[src/rtl/acc_seq_pkg.sv]
// Shared definitions for the accumulator sequencer.
//   state_t         : frame controller states
//   beats_per_frame : data beats streamed into the accumulator per frame
//   prime_cycles    : clock-enable cycles needed to fill the accumulator pipeline
package acc_seq_pkg;

  typedef enum logic [2:0] {
    IDLE,
    CLEAR,
    PRIME,
    STREAM,
    WAIT_DONE,
    OUTPUT
  } state_t;

  function automatic int beats_per_frame(input int m, input int temp);
    return m * temp;
  endfunction

  function automatic int prime_cycles(input int l);
    return l + 1;
  endfunction

endpackage

[src/rtl/accumulator_sequencer.sv]
// Frame-level controller for one serial bucket accumulator.
// On an accepted start it clears the accumulator, primes it with zero data,
// streams M*TEMP valid input beats into it, waits (with a timeout) for its
// completion pulse, captures the bucket vector and offers it downstream.
//
// Ports
//   clk, rst      : clock, asynchronous active-high reset
//   start, abort  : frame request (IDLE only), synchronous abort (non-IDLE)
//   busy          : high in every state except IDLE
//   in_valid/in_ready/in_data        : feature input stream
//   acc_clr/acc_ce/acc_features      : accumulator control and data
//   acc_done/acc_out                 : accumulator completion and result
//   out_valid/out_ready/out_data     : result output stream
//   frame_done    : one-cycle pulse on the result handshake
//   error         : sticky timeout flag, cleared by an accepted start
//   frame_count   : accepted results, saturating
module accumulator_sequencer
  import acc_seq_pkg::*;
#(
  parameter int PRECISION       = 8,
  parameter int NUM_FEATURES    = 1,
  parameter int M               = 6,
  parameter int TEMP            = 2,
  parameter int INITIAL_LATENCY = 4,
  parameter int TIMEOUT         = 1024
) (
  input  logic                                           clk,
  input  logic                                           rst,
  input  logic                                           start,
  input  logic                                           abort,
  output logic                                           busy,
  input  logic                                           in_valid,
  output logic                                           in_ready,
  input  logic [NUM_FEATURES-1:0][PRECISION-1:0]         in_data,
  output logic                                           acc_clr,
  output logic                                           acc_ce,
  output logic [NUM_FEATURES-1:0][PRECISION-1:0]         acc_features,
  input  logic                                           acc_done,
  input  logic [NUM_FEATURES-1:0][M-1:0][PRECISION-1:0]  acc_out,
  output logic                                           out_valid,
  input  logic                                           out_ready,
  output logic [NUM_FEATURES-1:0][M-1:0][PRECISION-1:0]  out_data,
  output logic                                           frame_done,
  output logic                                           error,
  output logic [15:0]                                    frame_count
);

  localparam int BEATS   = beats_per_frame(M, TEMP);
  localparam int PRIMES  = prime_cycles(INITIAL_LATENCY);
  localparam int BEAT_W  = $clog2(BEATS + 1);
  localparam int PRIME_W = $clog2(INITIAL_LATENCY + 2);
  localparam int TO_W    = $clog2(TIMEOUT + 1);

  localparam logic [BEAT_W-1:0]  BEAT_LAST  = BEAT_W'(BEATS - 1);
  localparam logic [PRIME_W-1:0] PRIME_LAST = PRIME_W'(PRIMES - 1);
  localparam logic [TO_W-1:0]    TO_LAST    = TO_W'(TIMEOUT - 1);

  state_t               state;
  state_t               state_nxt;
  logic [BEAT_W-1:0]    beat_cnt;
  logic [PRIME_W-1:0]   prime_cnt;
  logic [TO_W-1:0]      to_cnt;
  // Abort and timeout clear the accumulator in the first IDLE cycle after.
  logic                 clr_pending;
  logic                 start_ok;
  logic                 abort_hit;
  logic                 timeout_hit;
  logic                 capture;
  logic                 handshake;

  assign start_ok  = (state == IDLE) && start && !abort;
  assign abort_hit = (state != IDLE) && abort;

  // NOTE: every signal written in this block gets a default first, so no
  // path leaves a value unassigned and no latch is inferred.
  always_comb begin
    state_nxt    = state;
    timeout_hit  = 1'b0;
    capture      = 1'b0;
    handshake    = 1'b0;
    busy         = (state != IDLE);
    in_ready     = (state == STREAM);
    out_valid    = (state == OUTPUT);
    acc_ce       = 1'b0;
    acc_features = '0;

    // Abort wins over every same-cycle event in the non-IDLE states.
    if (abort_hit) begin
      state_nxt = IDLE;
    end else begin
      unique case (state)
        IDLE: begin
          if (start_ok) state_nxt = CLEAR;
        end
        CLEAR: begin
          state_nxt = PRIME;
        end
        PRIME: begin
          if (prime_cnt == PRIME_LAST) state_nxt = STREAM;
        end
        STREAM: begin
          if (in_valid && beat_cnt == BEAT_LAST) state_nxt = WAIT_DONE;
        end
        WAIT_DONE: begin
          if (acc_done) begin
            capture   = 1'b1;
            state_nxt = OUTPUT;
          end else if (to_cnt == TO_LAST) begin
            timeout_hit = 1'b1;
            state_nxt   = IDLE;
          end
        end
        OUTPUT: begin
          if (out_ready) begin
            handshake = 1'b1;
            state_nxt = IDLE;
          end
        end
        default: state_nxt = IDLE;
      endcase
    end

    if (state == PRIME) acc_ce = 1'b1;
    if (state == STREAM) begin
      acc_ce       = in_valid;
      acc_features = in_data;
    end
  end

  // Clearing on capture drops acc_done so it cannot be seen twice.
  assign acc_clr    = (state == CLEAR) || capture || clr_pending;
  assign frame_done = handshake;

  // NOTE: state registers use non-blocking assignments so every flop samples
  // the values from before the clock edge, independent of statement order.
  always_ff @(posedge clk or posedge rst) begin
    if (rst) begin
      state       <= IDLE;
      beat_cnt    <= '0;
      prime_cnt   <= '0;
      to_cnt      <= '0;
      clr_pending <= 1'b0;
      error       <= 1'b0;
      frame_count <= '0;
      // NOTE: the result register is reset as well, since out_data is a
      // visible output that must read zero after reset.
      out_data    <= '0;
    end else begin
      state       <= state_nxt;
      clr_pending <= abort_hit || timeout_hit;

      // Each counter only runs in its own state and restarts from zero on entry.
      prime_cnt <= (state == PRIME)     ? prime_cnt + PRIME_W'(1) : '0;
      beat_cnt  <= (state == STREAM)    ? beat_cnt + BEAT_W'(in_valid) : '0;
      to_cnt    <= (state == WAIT_DONE) ? to_cnt + TO_W'(1) : '0;

      if (start_ok)         error <= 1'b0;
      else if (timeout_hit) error <= 1'b1;

      if (capture) out_data <= acc_out;

      if (handshake && frame_count != 16'hFFFF) frame_count <= frame_count + 16'd1;
    end
  end

endmodule

[config.mk]
export PLATFORM = sky130hd
export DESIGN_NAME = accumulator_sequencer
export DESIGN_NICKNAME = d
export VERILOG_FILES = /design/src/rtl/acc_seq_pkg.sv /design/src/rtl/accumulator_sequencer.sv
export SDC_FILE = /design/constraint.sdc
export NUM_CORES = 1
export LEC_CHECK = 0
export BUFFER_PORTS_ARGS = -buffer_cell sky130_fd_sc_hd__buf_2
export CAP_MARGIN = 0
export CELL_PAD_IN_SITES_DETAIL_PLACEMENT = 1
export CELL_PAD_IN_SITES_GLOBAL_PLACEMENT = 2
export CORE_MARGIN = 2
export CORE_UTILIZATION = 31
export DETAILED_ROUTE_END_ITERATION = 7
export PLACE_DENSITY = 0.9
export SKIP_LAST_GASP = 1
export SYNTH_ARGS = -nofsm -noshare
export SYNTH_HDL_FRONTEND = slang
export SYNTH_SLANG_ARGS = --single-unit
export TNS_END_PERCENT = 10
[constraint.sdc]
create_clock -name clk -period 3.6 [get_ports clk]
set_input_delay 0.54 -clock clk [delete_from_list [all_inputs] [get_ports clk]]
set_output_delay 0.54 -clock clk [all_outputs]
set_load 0.1 [all_outputs]
==> summary.md, run 1 <==
| Metric | Value |
|---|---|
| GR peak layer | `met2` |
| DR vias | `between 2000 and 3000` |
| Worst-Margin Slew | `0.6669 ns` |
| Critical path depth in cells | `4` |
| Final Wtd Congestion | `~0.78` |
| Die Y | `about 120 um` |
| TritonCTS clock tree | `built` |
| GRT met1 Usage | `between 15 and 20%` |
| Cell Chain, Critical Path | `nand3b_1, inv_1, and2_1, buf_2` |
| Wire per inst | `roughly 15 um` |
| Fillers | `1384` |
| Post-synth EDFFs | `0` |
| RSZ-0062 raised after global routing | `no` |
| CP Data Arrival Time | `2.07 ns` |
| Detailed Place HPWL | `between 6 and 7 mm` |
| Layout cells sized above 1 | `about 48%` |
| PortBufs | `141` |
| Fmax | `roughly 380 MHz` |
| DIE WIDTH | `115.8 um` |
| Inst Count DP | `approximately 610` |
| Vias in the first global route | `around 3000` |
| Final #Nets | `~520` |
| Static leakage | `about 2.8 nW` |
| Die ar. | `around 13000 um2` |
| Clk pin slew, worst setup/hold paths | `0.06 ns` |
| Worst Skew | `between 0.007 and 0.008 ns` |
| Final Hold Vio Count | `0` |
| Drt total wl | `approximately 9.4 mm` |
| Synthesized net count | `~380` |
| Final critical-path share of the clock period | `between 70 and 80%` |
| Final setup TNS | `0 ns` |
| Netlist cell types | `39` |
| Reg area | `2177 um2` |
| Initial Util | `a little under a third` |
| Reg-to-Reg End | `out_data[15]$_DFFE_PP0P_` |
| Global Route met3 Usage | `3.190%` |
| Run status | `completed` |
| Hold/Removal Path Class | `primary input to async pin` |
| Final Critical Period | `~2.6 ns` |
| Critical Path Fanout Max | `14` |
| Num CTS Buffers | `9` |
| WP data required | `slightly above 3 ns` |
| Fin. max-slew vios | `0` |
| Synth top area cells | `dfrtp_1 56%, mux2_2 14%, xor2_1 4.5%` |
| Layout area overhead | `30.85%` |
| Final setup margin | `about 1 ns` |
| Cell Count, Final, Fillers Out | `~630` |
| Largest net degree at the start of global routing | `50` |
| Drt drc | `0` |
| R2R setup slack | `1.70 ns` |
| Critical path class | `flop to output port` |
| Post-synth ARST share | `100.0%` |
| Critical path origin | `state[0]$_DFFE_PP0P_` |
| Hold-fix buffers, CTS | `0` |
| Worst VDD drop | `0.3027 mV` |
| Row Count | `40` |
| Synth Instances | `between 300 and 400` |
| Buf/Inv on CP | `2` |
| Max-cap violations | `0` |
| Vias per inst | `approximately 4.6` |
| Pwr per Cell Area | `approximately 800 nW/um2` |
| Seq/Total Area, Yosys | `between 50% and 60%` |
| Share of the synthesized area in the top cell type | `56.20%` |
| Largest area contributor in the netlist | `dfrtp_1` |
| Total clock sinks | `between 80 and 90` |
| Diode count | `0` |
| Ports | `approximately 140` |
| R2r startpoint | `state[2]$_DFFE_PP0P_` |
| Final Power | `approximately 0.0040 W` |
| Yosys warnings | `0` |
| GR Util All Layers | `between 10% and 20%` |
| Setup violators final | `0` |
| Crit end category | `output port` |
| Worst R2R Path Depth | `4` |
| Setup repair bufs after CTS | `0` |
| CTS H-Tree Depth | `3` |
| Syn_area_per_cell | `about 13 um2` |
| Synthesis-stage register bit count | `87` |
| Clk_lat worst skew | `roughly 0.34 ns` |
| Slowest-stage cell, CP | `dfrtp_1` |
| Delay-heaviest family, CP | `buffers and inverters` |
| Post-synthesis cell area | `around 3900 um2` |
| First-pass GRT wire length | `about 15 mm` |
| Multi-input gate area | `~1600 um2` |
| CTS resizes | `0` |
| Max clock buf depth | `2` |
| CP max stage delay | `around 0.60 ns` |
| Drt initial violations | `64` |
| Synth Flop Type | `dfrtp_1` |
| GRT overflow | `0` |
| Startpoint types | `flop` |
| Initial antenna violation count | `0` |
| CTS root buf | `clkbuf_16` |
| Worst setup path end | `acc_features[6]` |
| Pre-CTS setup slack | `1.334 ns` |
| Relative slew slack | `55.49%` |
| Initial DRT Pass Iterations | `3` |
| Core Region | `between 10000 and 15000 um2` |
| GRT met2 Usage | `24.09%` |
| Antenna viol nets, final | `0` |
registers in the layout (all words and copies together), names as in the netlist:
register,count
beat_cnt,4
prime_cnt,3
error,1
out_data,48
state,3
clr_pending,1
to_cnt,11
frame_count,16
logic make-up after synthesis:
| logic type | count (synthesis) | synth area share (%) |
|---|---|---|
| adder cells (fa/ha/maj) | 6 | 1.938 |
| AO/OA/AOI/OAI | 12 | 2.067 |
| XOR/XNOR | 27 | 6.105 |
| buffers and inverters | 20 | 2.164 |
| multiplexers | 49 | 14.24 |
| flip-flops | 87 | 56.20 |
| AND/OR/NAND/NOR | 107 | 17.28 |
cells in the mapped netlist, types with 3 or more instances:
cell type / count
dfrtp_1: 87
mux2_2: 49
nor2_1: 25
xor2_1: 20
nand2_1: 15
and2_1: 12
nor3_1: 10
inv_1: 9
nand3_1: 9
buf_2: 7
xnor2_1: 7
ha_1: 6
nor3b_1: 6
nand4_1: 5
clkbuf_1: 4
a21oi_1: 3
and3_1: 3
nand2b_1: 3
nor4_1: 3
report_power, final:
part / internal [W] / switching [W] / leakage, nW / total [W]
clock: 0.000578 / 0.000376 / 0.147 / 0.000954
combinational: 0.000303 / 0.00148 / 1.43 / 0.00179
sequential: 0.00113 / 0.000119 / 1.18 / 0.00125
placed cells by master, fill, tap and decap left out, types with 6 or more instances in the layout:
cell type / count
buf_2: 141
inv_1: 8
xor2_1: 20
ha_1: 6
nand3_1: 9
nor3b_1: 6
dfrtp_1: 87
nor2_1: 25
and2_1: 12
clkbuf_16: 9
nor3_1: 10
nand2_1: 14
mux2_2: 49
xnor2_1: 7
how the worst min path moves through the flow:
stage	start	to	cells past startpoint
floorplan	to_cnt[0]$_DFF_PP0_	to_cnt[0]$_DFF_PP0_	1
global placement	to_cnt[0]$_DFF_PP0_	to_cnt[0]$_DFF_PP0_	1
detailed placement	to_cnt[0]$_DFF_PP0_	to_cnt[0]$_DFF_PP0_	1
CTS	rst	to_cnt[4]$_DFF_PP0_	2
global route	rst	to_cnt[2]$_DFF_PP0_	2
finish	rst	to_cnt[4]$_DFF_PP0_	2
stage by stage:
| stage | utilization (%) | instance area [um2] | hold WS (ns) |
|---|---|---|---|
| after detailed placement | 39.35 | 4766 | 0.4528 |
| after floorplan | - | 3874 | 0.4239 |
| final | 41.85 | 5069 | 0.2725 |
| after CTS | 41.85 | 5069 | 0.2940 |
| after global routing | 41.85 | 5069 | 0.3313 |
| after global placement | 39.35 | 4766 | 0.4351 |
layout make-up:
| type | count | share of cell area (%) |
|---|---|---|
| inverter | 9 | 0.6912 |
| tap | 168 | 4.147 |
| multi-input combinational | 201 | 31.87 |
| sequential | 87 | 42.95 |
| clock buffer | 14 | 5.209 |
| clock inverter | 2 | 0.7652 |
| timing repair buffer | 144 | 14.37 |
routing by layer:
metal  vias up  part of all wire [%]
met5         -                     0
met4         0                   2.0
met3        12                   6.7
met2       107                    48
met1      1390                    43
li1       1355                     -
(Power assumes the default switching activity.)
==> inputs of run 2 (changes only) <==
--- a/config.mk
+++ b/config.mk
@@ -10,9 +10,9 @@
 export CELL_PAD_IN_SITES_DETAIL_PLACEMENT = 1
 export CELL_PAD_IN_SITES_GLOBAL_PLACEMENT = 2
 export CORE_MARGIN = 2
-export CORE_UTILIZATION = 31
+export CORE_UTILIZATION = 28
 export DETAILED_ROUTE_END_ITERATION = 7
-export PLACE_DENSITY = 0.9
+export PLACE_DENSITY = 0.87
 export SKIP_LAST_GASP = 1
 export SYNTH_ARGS = -nofsm -noshare
 export SYNTH_HDL_FRONTEND = slang
==> constraint.sdc (replaced) <==
create_clock -name clk -period 2.2 [get_ports clk]
set_input_delay 0.33 -clock clk [delete_from_list [all_inputs] [get_ports clk]]
set_output_delay 0.33 -clock clk [all_outputs]
set_load 0.1 [all_outputs]
==> run 2 against run 1 <==
Compared with the run above: utilization shrank 2.5 points; critical path depth is the same; via count grew 1.2%; die area grew 10%; combinational power grew 73%; flip-flop and latch count is the same; first-iteration DRC count grew 48%; critical path type unchanged; critical endpoint is now frame_done; largest cell class unchanged; largest power group unchanged.
==> summary.md, run 2 (synthesized netlist as in run 1, its figures left out) <==
| Metric | Value |
|---|---|
| Fin. max-slew vios | `0 (unchanged)` |
| Cell Count, Final, Fillers Out | `634 (+1.4%)` |
| Sw Share | `48.98% (-0.56 points)` |
| Crit end category | `output port` |
| Final Wtd Congestion | `0.7691 (-0.89%)` |
| Hold-fix buffers, CTS | `0 (unchanged)` |
| Layout area overhead | `36.05%` |
| Largest register FFs | `48 (unchanged)` |
| Startpoint types | `flop` |
| TritonCTS clock tree | `built` |
| Largest net degree at the start of global routing | `88 (+76%)` |
| R2r startpoint | `state[0]$_DFFE_PP0P_` |
| PortBufs | `141 (unchanged)` |
| Commonest cells after routing, fill and taps aside | `130 x buf_2, 87 x dfrtp_1, 49 x mux2_2` |
| Initial antenna violation count | `0 (unchanged)` |
| WP data required | `1.87 ns (-1.19 ns)` |
| CP max stage delay | `0.59 ns (about the same)` |
| Switch Pwr | `0.003292 W (+67%)` |
| Final critical-path share of the clock period | `a little over nine tenths` |
| Run status | `completed` |
| Max clock buf depth | `2 (unchanged)` |
| Clk_lat worst skew | `0.34 ns (about the same)` |
| Final Critical Period | `approximately 2.1 ns` |
| CTS resizes | `1 (+1)` |
| Regs by FF count | `out_data: 48 flops, frame_count: 16 flops, to_cnt: 11 flops` |
| Inst Count DP | `617 (+1.3%)` |
| Delay-heaviest family, CP | `flip-flops` |
| Initial Util | `28.91% (-3.1 points)` |
| Hold/Removal Path Class | `primary input to async pin` |
| Seq pwr share | `30.5% (-0.9 points)` |
| Fmax | `466.2 MHz` |
| Post-layout util | `39.33% (-2.5 points)` |
| Worst Skew | `0.003872 ns (-0.003468 ns)` |
| Drt drc | `0 (unchanged)` |
| Cell Chain, Critical Path | `and4bb_2, nand2_1, inv_1, buf_4` |
| Num CTS Buffers | `9 (unchanged)` |
| Static leakage | `2.806 nW (+1.8%)` |
| Worst-Margin Slew | `0.5131 ns (-0.1537 ns)` |
| CP Data Arrival Time | `1.81 ns (-0.26 ns)` |
| Critical path class | `flop to output port` |
| Final setup margin | `0.05519 ns (-0.9311 ns)` |
| Wire per inst | `15.44 um (+2.8%)` |
| GRT overflow | `0 (unchanged)` |
| Final #Nets | `521 (unchanged)` |
| First-pass GRT wire length | `15.81 mm (+8.3%)` |
| Logic pwr share | `46.1% (+1.4 points)` |
| Clk network pwr share | `23.4% (-0.5 points)` |
| Core Region | `13400 um2 (+11%)` |
| Detailed Place HPWL | `7.329 mm (+5.7%)` |
| Total clock sinks | `87 (unchanged)` |
| Pwr per Cell Area | `1275 nW/um2 (+62%)` |
| RSZ-0062 raised after global routing | `yes` |
| CTS H-Tree Depth | `3 (unchanged)` |
| GR Util All Layers | `13.77% (-0.44 points)` |
| Internal cell power | `0.003429 W (+70%)` |
| Final Power | `0.006721 W (+68%)` |
| DR vias | `2899 (+1.2%)` |
| Slowest-stage cell, CP | `dfrtp_1` |
| CTS root buf | `clkbuf_16` |
| Antenna viol nets, final | `0 (unchanged)` |
| Drt initial violations | `95 (+48%)` |
| Max-cap violations | `0 (unchanged)` |
| R2R setup slack | `0.43 ns (-1.27 ns)` |
| DIE WIDTH | `121.6 um (+5.0%)` |
| Hold WS | `0.1169 ns (-0.1557 ns)` |
| Final Hold Vio Count | `0 (unchanged)` |
| Critical Path Fanout Max | `14 (unchanged)` |
| Commonest non-fill, non-tap cell in the layout | `buf_2` |
| Initial DRT Pass Iterations | `4 (+1)` |
| Reg-to-Reg End | `error$_DFFE_PP0P_` |
| Worst VDD drop | `0.6677 mV (+120%)` |
| Layout cells sized above 1 | `50.55% (+2.2 points)` |
| Die Y | `121.6 um (+5.0%)` |
| Setup repair bufs after CTS | `0 (unchanged)` |
| Pre-CTS setup slack | `0.2965 ns (-1.038 ns)` |
| Ports | `142 (unchanged)` |
| Largest Register | `out_data` |
| Relative slew slack | `66.03% (+11 points)` |
| Row Count | `42 (+5.0%)` |
| Buf/Inv on CP | `2 (unchanged)` |
| Vias in the first global route | `3130 (+5.4%)` |
| Worst R2R Path Depth | `4 (unchanged)` |
| Setup violators final | `0 (unchanged)` |
| Drt total wl | `9.787 mm (+4.3%)` |
| Vias per inst | `4.573 (-0.21%)` |
| Die ar. | `14790 um2 (+10%)` |
| Clk pin slew, worst setup/hold paths | `0.06 ns (about the same)` |
## run 2: changes by cell type in the layout (fill, tap and decap cells not counted), moves of 2 or more
cell,before,now
and2_1,12,5
and2_2,0,6
buf_12,0,11
buf_2,141,130
clkbuf_1,3,1
## run 2: power by group through the flow
stage          clock network [W]  logic (W)  registers [W]
4_1_cts                  0.00164    0.00312        0.00205
3_5_place_dp                   0    0.00311        0.00208
5_1_grt                  0.00171    0.00320        0.00209
6_report                 0.00157    0.00310        0.00205
3_3_place_gp                   0    0.00308        0.00204
2_1_floorplan                  0   0.000953        0.00358
## run 2: metrics by stage
step / cell area, um2 / setup TNS [ns]
after detailed placement: 4954 / 0
after global routing: 5268 / -0.04569
after floorplan: 3894 / -0.8374
final: 5270 / 0
after global placement: 4954 / 0
after CTS: 5265 / 0
## run 2: area by class of cell
type                    instances  area [um2]
diodes                          1       2.502
clock buffers                  12       256.5
clock inverters                 4       52.55
fillers                      1490        8130
inverters                       9       37.54
multi-input cells             201        1630
flip-flops and latches         87        2177
well taps                     176       220.2
repair buffers                144       893.4
## run 2: worst reg2reg max path: stages (launching register included)
cell and delay, ns:
dfrtp_1 0.52, or3b_2 0.68, nor3_1 0.27, a31oi_1 0.13, nor2_1 0.11
## run 2: how the worst max path moves through the flow
stage               cells past startpoint                 start    endpoint
floorplan                               3  state[0]$_DFFE_PP0P_   out_valid
global placement                        4  state[1]$_DFFE_PP0P_  frame_done
detailed placement                      4  state[0]$_DFFE_PP0P_  frame_done
CTS                                     3  state[0]$_DFFE_PP0P_    in_ready
global route                            4  state[0]$_DFFE_PP0P_  frame_done
finish                                  4  state[0]$_DFFE_PP0P_  frame_done
## run 2: layer usage
metal / wire length, um / vias up / part of all wire [%] / GRT usage (%)
met4: 158 / 0 / 1.6 / 5.675
met1: 4090 / 1451 / 42 / 16.40
li1: - / 1349 / - / -
met5: 0 / - / 0 / 0
met2: 4939 / 88 / 50 / 23.95
met3: 599 / 11 / 6.1 / 3.184
